### config.mk
export PLATFORM = sky130hd
export DESIGN_NAME = dct_da_sequencer
export DESIGN_NICKNAME = d
export VERILOG_FILES = /design/src/rtl/dct_pkg.sv /design/src/rtl/dct_bit_counter.sv /design/src/rtl/dct_da_sequencer.sv
export SDC_FILE = /design/constraint.sdc
export NUM_CORES = 1
export LEC_CHECK = 0
export CAP_MARGIN = 40
export CORE_ASPECT_RATIO = 0.8
export CORE_MARGIN = 10
export CORE_UTILIZATION = 40
export CTS_CLUSTER_SIZE = 8
export DETAILED_ROUTE_END_ITERATION = 10
export DONT_BUFFER_PORTS = 1
export HOLD_SLACK_MARGIN = 0.15
export PLACE_DENSITY = 0.64
export SYNTH_ARGS = -nofsm -noshare
export SYNTH_HDL_FRONTEND = slang
export SYNTH_SLANG_ARGS = --single-unit
export TNS_END_PERCENT = 100
### constraint.sdc
create_clock -name clk -period 1.7 [get_ports clk]
set_clock_uncertainty 0.1 [all_clocks]
set_input_delay 0.085 -clock clk [delete_from_list [all_inputs] [get_ports clk]]
set_output_delay 0.085 -clock clk [all_outputs]
set_load 0.02 [all_outputs]
### src/rtl/dct_pkg.sv
// Purpose : shared types and constants for the bit-serial DA DCT controller.
// Contents: sequencer state enum, default datapath widths, bit-index width.
package dct_pkg;

   localparam int unsigned DCT_DATA_W = 8;
   localparam int unsigned DCT_ACC_W  = 19;
   localparam int unsigned DCT_N_IN   = 8;
   localparam int unsigned BIT_IDX_W  = $clog2(DCT_DATA_W);

   typedef enum logic [1:0] {
      IDLE  = 2'd0,
      SHIFT = 2'd1,
      CAPT  = 2'd2,
      OUT   = 2'd3
   } dct_state_e;

endpackage

### src/rtl/dct_bit_counter.sv
// Purpose : bit-cycle counter with synchronous clear-load, enable and a
//           terminal-count flag; wraps to 0 after LAST.
// Ports   : i_clk, i_rst (sync, active-high), i_load (clear to 0),
//           i_en (advance), o_cnt (current count), o_tc (count == LAST).
module dct_bit_counter #(
   parameter int unsigned W    = 3,
   parameter int unsigned LAST = 7
) (
   input  logic         i_clk,
   input  logic         i_rst,
   input  logic         i_load,
   input  logic         i_en,
   output logic [W-1:0] o_cnt,
   output logic         o_tc
);

   logic [W-1:0] r_cnt;
   logic         w_tc;

   assign w_tc = (r_cnt == W'(LAST));

   // Load has priority over enable so a new block always starts at bit 0.
   always_ff @(posedge i_clk) begin
      if (i_rst)       r_cnt <= '0;
      else if (i_load) r_cnt <= '0;
      else if (i_en)   r_cnt <= w_tc ? '0 : r_cnt + W'(1);
   end

   assign o_cnt = r_cnt;
   assign o_tc  = w_tc;

endmodule

### src/rtl/dct_da_sequencer.sv
// Purpose : controller for the bit-serial distributed-arithmetic DCT datapath.
//           Accepts an 8-sample block, runs DATA_W shift/accumulate cycles
//           (subtract on the sign bit), then captures and holds the result
//           under valid/ready backpressure.
// Ports   : clk, rst (sync, active-high)
//           in_valid/in_ready   block handshake
//           sh_load, sh_en, acc_clr, acc_sub, bit_idx   datapath control
//           acc_result          accumulator value from datapath
//           out_valid/out_ready/out_data   coefficient handshake
//           blk_cnt             handed-off coefficient count (wraps)
//           busy                sequencer not idle
module dct_da_sequencer
   import dct_pkg::*;
#(
   parameter int unsigned DATA_W = DCT_DATA_W,
   parameter int unsigned ACC_W  = DCT_ACC_W,
   parameter int unsigned CNT_W  = 16
) (
   input  logic                       clk,
   input  logic                       rst,
   input  logic                       in_valid,
   output logic                       in_ready,
   output logic                       sh_load,
   output logic                       sh_en,
   output logic                       acc_clr,
   output logic                       acc_sub,
   output logic [$clog2(DATA_W)-1:0]  bit_idx,
   input  logic [ACC_W-1:0]           acc_result,
   output logic                       out_valid,
   input  logic                       out_ready,
   output logic [ACC_W-1:0]           out_data,
   output logic [CNT_W-1:0]           blk_cnt,
   output logic                       busy
);

   localparam int unsigned BIT_W = $clog2(DATA_W);

   dct_state_e         r_state;
   dct_state_e         w_state_nxt;
   logic               w_in_ready;
   logic               w_load;
   logic               w_en;
   logic               w_sub;
   logic               w_capt;
   logic               w_handoff;
   logic               w_tc;
   logic [BIT_W-1:0]   w_bit_idx;
   logic               r_out_valid;
   logic [ACC_W-1:0]   r_out_data;
   logic [CNT_W-1:0]   r_blk_cnt;

   // Bit index: cleared on accept, advanced on every shift cycle.
   dct_bit_counter #(
      .W    (BIT_W),
      .LAST (DATA_W - 1)
   ) u_bit_cnt (
      .i_clk  (clk),
      .i_rst  (rst),
      .i_load (w_load),
      .i_en   (w_en),
      .o_cnt  (w_bit_idx),
      .o_tc   (w_tc)
   );

   // State register.
   always_ff @(posedge clk) begin
      if (rst) r_state <= IDLE;
      else     r_state <= w_state_nxt;
   end

   // Next state and strobes; everything is forced low while rst is high.
   always_comb begin
      w_state_nxt = r_state;
      w_in_ready  = 1'b0;
      w_load      = 1'b0;
      w_en        = 1'b0;
      w_sub       = 1'b0;
      w_capt      = 1'b0;
      w_handoff   = 1'b0;
      if (!rst) begin
         unique case (r_state)
            IDLE: begin
               w_in_ready = 1'b1;
               if (in_valid) begin
                  w_load      = 1'b1;
                  w_state_nxt = SHIFT;
               end
            end
            SHIFT: begin
               w_en  = 1'b1;
               w_sub = w_tc;
               if (w_tc) w_state_nxt = CAPT;
            end
            CAPT: begin
               w_capt      = 1'b1;
               w_state_nxt = OUT;
            end
            OUT: begin
               // Handoff and next acceptance may share a cycle.
               if (out_ready) begin
                  w_in_ready = 1'b1;
                  w_handoff  = 1'b1;
                  if (in_valid) begin
                     w_load      = 1'b1;
                     w_state_nxt = SHIFT;
                  end else begin
                     w_state_nxt = IDLE;
                  end
               end
            end
            default: w_state_nxt = IDLE;
         endcase
      end
   end

   // Output coefficient register and handoff counter.
   always_ff @(posedge clk) begin
      if (rst) begin
         r_out_valid <= 1'b0;
         r_out_data  <= '0;
         r_blk_cnt   <= '0;
      end else begin
         if (w_capt) begin
            r_out_data  <= acc_result;
            r_out_valid <= 1'b1;
         end else if (w_handoff) begin
            r_out_valid <= 1'b0;
         end
         if (w_handoff) r_blk_cnt <= r_blk_cnt + CNT_W'(1);
      end
   end

   assign in_ready  = w_in_ready;
   assign sh_load   = w_load;
   assign acc_clr   = w_load;
   assign sh_en     = w_en;
   assign acc_sub   = w_sub;
   assign bit_idx   = w_bit_idx;
   assign out_valid = r_out_valid;
   assign out_data  = r_out_data;
   assign blk_cnt   = r_blk_cnt;
   assign busy      = (r_state != IDLE);

endmodule

== Word level (Yosys, flattened, before mapping) ==
Index checks and enable logic that the tools add are counted.
Word-level totals
  register bits: 41
  input port bits: 23
Operators by class
  add/sub/neg operators: 2
  equality and inequality tests: 7
  muxes and demuxes: 23
  reductions and logical operators: 5
Operators by type and width (number)
  adder 16 x 1 -> 16 bit (second input constant): 1
  2-to-1 mux 1 bit: 16
  one-hot mux 2 bit (4 select lines): 1
  2-to-1 mux 2 bit: 3
  == test 2 bit (second input constant): 2
  inequality test 2 bit (second input constant): 2
  one-hot mux 1 bit (2 select lines): 2
  nonzero test 2 bit: 2
  adder 3 x 1 -> 3 bit (second input constant): 1
  == test 3 bit (second input constant): 1
  2-to-1 mux 3 bit: 1
  AND reduction 3 bit: 1
  == test 2 x 1 -> 1 bit (second input constant): 1
  logical NOT 2 bit: 1
  inequality test 2 x 1 -> 1 bit (second input constant): 1
  OR reduction 2 bit: 1

== Logic depth before layout (Yosys ltp) ==
  word-level depth: 5
  depth in mapped cells: 6
  mapped depth without buffers: 6

== Cells and area by module ==
Synthesis repeated with hierarchy kept, for this count alone.
Unflattened totals
  cells, all modules: 190
  area, all modules: 1775.5 µm²
Modules (own cells, without submodules)
  dct_da_sequencer: instances 1, cells an instance 178, area each 1632.8 µm², seq. area each 760.7 µm²
  dct_bit_counter: instances 1, cells an instance 12, area each 142.6 µm², seq. area each 60.1 µm²

== Worst setup path after synthesis ==
Ideal clock, no wire load.
  path type: register -> output
  from: reg r_state[0]
  to: out sh_load
  arrival: 1.865 ns
  slack: -0.350 ns
  cell stages (with the launch flop): 5
  cells stage by stage: dfxtp_1 inv_1 ha_1 nor4_1 buf_4
Between the ends
  longest elaborated chain between the ends: 3
Ends and longest elaborated chain
  start, declared: line dct_da_sequencer.sv:38  | dct_state_e r_state;
  start signal, assigned: line dct_da_sequencer.sv:68  | else r_state <= w_state_nxt;
  == test 2 bit / logical NOT 2 bit (equally long branches): line dct_da_sequencer.sv:81  | unique case (r_state)
  one-hot mux 1 bit (2 select lines) *: line dct_da_sequencer.sv:81
  2-to-1 mux 1 bit *: line dct_da_sequencer.sv:80  | if (!rst) begin
  end, declared: line dct_da_sequencer.sv:23  | output logic sh_load,
Every way passes the cells marked *; elsewhere a longest branch is shown, timed or not.

== Worst setup path after layout ==
  from: reg r_state[1]
  to: reg r_blk_cnt[13] (netlist: blk_cnt[13])
Between the ends
  longest elaborated chain between the ends: 3
Ends and longest elaborated chain
  == test 2 bit: line dct_da_sequencer.sv:81
  2-to-1 mux 1 bit: line dct_da_sequencer.sv:81
  2-to-1 mux 1 bit: line dct_da_sequencer.sv:80
  end signal, assigned: line dct_da_sequencer.sv:129  | if (w_handoff) r_blk_cnt <= r_blk_cnt + CNT_W'(1);
  end, declared: line dct_da_sequencer.sv:50  | logic [CNT_W-1:0] r_blk_cnt;
No other way between the ends.
A chain may end at the register's enable or synchronous reset.

==> impl_results.md <==
* Psw at 1.12 mW
* Pwr dens at 1190 nW/um2
* Root buf cell: clkbuf_8
* Share of power burned in registers at 44.2%
* Max IR drop VDD at 0.000671 V
* Fraction of layout cells with a size suffix above 1 at 24.4%
* Worst-path cell chain: ha_4 -> and4_4 -> nand2_4 -> nor4b_4 -> mux2_4
* CP max stage cell: dfxtp_4
* FFs w/ async S/R, synth at 0%
* Iter 0 DRT Violations at 85
* Hold WC Path Type: in -> reg
* Most frequent cells in the layout: nor2_1, dfxtp_1, buf_4
* Vias per cell at 4.96
* Die Y at 81.6 um
* Routed WL at 4710 um
* Row cnt at 22
* Layout net count at 278
* Initial Util at 41.2%
* Post-Syn Area at 1900 um2
* Slowest cell delay on critical path at 0.40 ns
* Register area at 828 um2
* Combinational power share at 34.8%
* Most common cell after layout, fill and taps aside: nor2_1
* Number of library cell types mapped by synthesis at 37
* Pins Over Slew Limit at 0
* Hold Violations, Final at 0
* DR WL/cell at 15.4 um
* Hpwl dp at 3180 um
* Fillers at 404
* Cell count after synthesis at 197
* Die extent in x at 97.0 um
* CTS tree: done
* WS Path Type: reg -> reg
* Design internal power at 1.95 mW
* TritonCTS Buffers at 5
* Mapped Nets at 229
* Req. time, crit path at 1.78 ns
* Placer Congestion at 0.746
* Antenna violations before repair at 0
* Max-slew headroom at 73.4%
* Layout area overhead at 35.5%
* Core area at 4600 um2
* Fmax at 0.600 GHz
* Buffers on Ports at 0
* Worst-Margin Slew at 0.397 ns
* Setup WS post-layout at 0.0345 ns
* Deepest clock path buffer count at 2
* Status: finished, final reports clean
* Gr usage total at 11.6%
* Multi-input logic area at 1070 um2
* Sequential area share after synthesis at 43.3%
* TritonRoute pass-1 iters at 4
* First-pass GRT wire length at 7600 um
* Largest net degree at the start of global routing at 43
* Pre-CTS setup slack at 0.0161 ns
* ANT nets after route at 0
* Period utilisation layout at 98.0%
* Post-Place Cell Area at 2160 um2
* Setup TNS at 0 ns
* LEAKAGE at 1.09 nW
* Switching part of the total at 36.5%
* Clock Power Share at 21.0%
* Final instance area at 2570 um2
* RSZ-0062 raised after global routing: true
* DR DRC count at 0
* CTS Sinks at 41
* Max Cap Violations at 0
* ANT cells at 0
* Minimum clock period at 1.67 ns
* Worst-path clk slew at 0.08 ns
* DIE AREA at 7910 um2
* Post-layout util at 55.9%
* H-tree Lvls at 2
* DR vias at 1518
* Vias in the first global route at 1472
* GR Overflow Total at 0
* Yosys warns at 0
* Critical Path AT at 1.74 ns
* EDFF count, synth at 0
* CP Capture Type: flip-flop
* Clk_lat worst skew at 0.29 ns
* Top_reg_cell synth: dfxtp_1
* Crit path max fanout at 5
* Critical Path Start Type: flip-flop
* IO Count at 68
* Final Setup Violations at 0
* Average size of a mapped cell at 9.62 um2
* #FFs+latches synth at 41
-- layer usage --
layer,vias up,share of wire [%],routed length [um],global-route usage [%]
met4,0,1.1,51,3.09
met2,45,45,2100,17.9
li1,767,-,-,-
met5,-,0,0,0
met3,8,8.9,417,5.54
met1,698,45,2140,14.3
-- logic make-up after synthesis --
| kind of cell | count (synthesis) | share of synthesized area, % |
|---|---|---|
| compound gates | 16 | 5.48 |
| xor+xnor | 10 | 4.62 |
| fa+ha+maj | 9 | 5.94 |
| simple gates | 79 | 23.8 |
| buf+inv | 20 | 5.08 |
| flops | 41 | 43.3 |
| mux | 22 | 11.7 |
-- area by class of cell --
cell class	instances	share of cell area, %
clock buffers	7	3.36
repair buffers	51	18.3
flip-flops and latches	41	32.2
multi-input cells	136	41.5
inverters	11	1.61
well taps	60	2.92
-- state kept, by name, indices dropped and copies added, names as in the netlist --
| register | count |
|---|---|
| u_bit_cnt.o_cnt | 3 |
| r_state | 2 |
| blk_cnt | 16 |
| out_data | 19 |
| out_valid | 1 |
-- path summary, 6_finish.rpt --
| kind | cells past startpoint | to | from | slack (ns) |
|---|---|---|---|---|
| worst min register to register | 2 | r_state[1]$_SDFFE_PP0P_ | r_state[1]$_SDFFE_PP0P_ | 0.50 |
| worst min-delay path | 4 | blk_cnt[5]$_SDFFE_PP0P_ | out_ready | 0.14 |
| worst max register to register | 5 | blk_cnt[13]$_SDFFE_PP0P_ | r_state[1]$_SDFFE_PP0P_ | 0.03 |
| worst max-delay path | 5 | blk_cnt[13]$_SDFFE_PP0P_ | r_state[1]$_SDFFE_PP0P_ | 0.03 |
-- metrics by stage --
| stage | power (mW) | hold slack, ns | instances |
|---|---|---|---|
| final | 3.07 | 0.139 | 306 |
| after global routing | 3.27 | 0.182 | 306 |
| after CTS | 3.07 | 0.167 | 306 |
| after detailed placement | 2.27 | 0.0624 | 276 |
| after global placement | 2.26 | 0.0600 | 276 |
| after floorplan | 2.02 | 0.132 | 197 |
-- critical path: cells and delay by family, from the launching register on --
family,cells,cell delay [ns]
simple gates,3,0.59
flops,1,0.40
fa+ha+maj,1,0.15
mux,1,0.32
-- timing repair --
| action | CTS | global route |
|---|---|---|
| endpoints found under the hold margin | 41 | 0 |
| pin swaps | 0 | 5 |
| endpoints found under the setup margin | 3 | 9 |
| hold buffers | 23 | 0 |
| resized for setup | 7 | 12 |
| buffers inserted | 0 | 1 |
-- cells in the mapped netlist, types with 2 or more instances --
cell type,n,area [um2]
mux2i_1,20,200
dfxtp_1,41,821
xor2_1,4,35.0
nand4_1,4,25.0
nor2b_1,3,18.8
buf_2,2,10.0
buf_1,3,11.3
a21oi_1,9,45.0
nand2_1,9,33.8
inv_1,11,41.3
mux2_2,2,22.5
nor2_1,40,150
buf_6,2,22.5
xnor2_1,6,52.6
nor4_1,2,12.5
nor3_1,3,15.0
ha_1,9,113
and4_1,2,17.5
nor4_4,2,42.5
nand3_1,3,15.0
or3_1,2,12.5
nand4_2,2,25.0
a31o_2,2,17.5
-- power groups by stage --
stage                     sequential (mW)  combinational, mW  clock (mW)
after floorplan                      1.34              0.687           0
after global placement               1.35              0.913           0
after detailed placement             1.35              0.919           0
after CTS                            1.35               1.05       0.670
after global routing                 1.38               1.18       0.713
final                                1.36               1.07       0.643
Power figures use the tool's default switching activity.
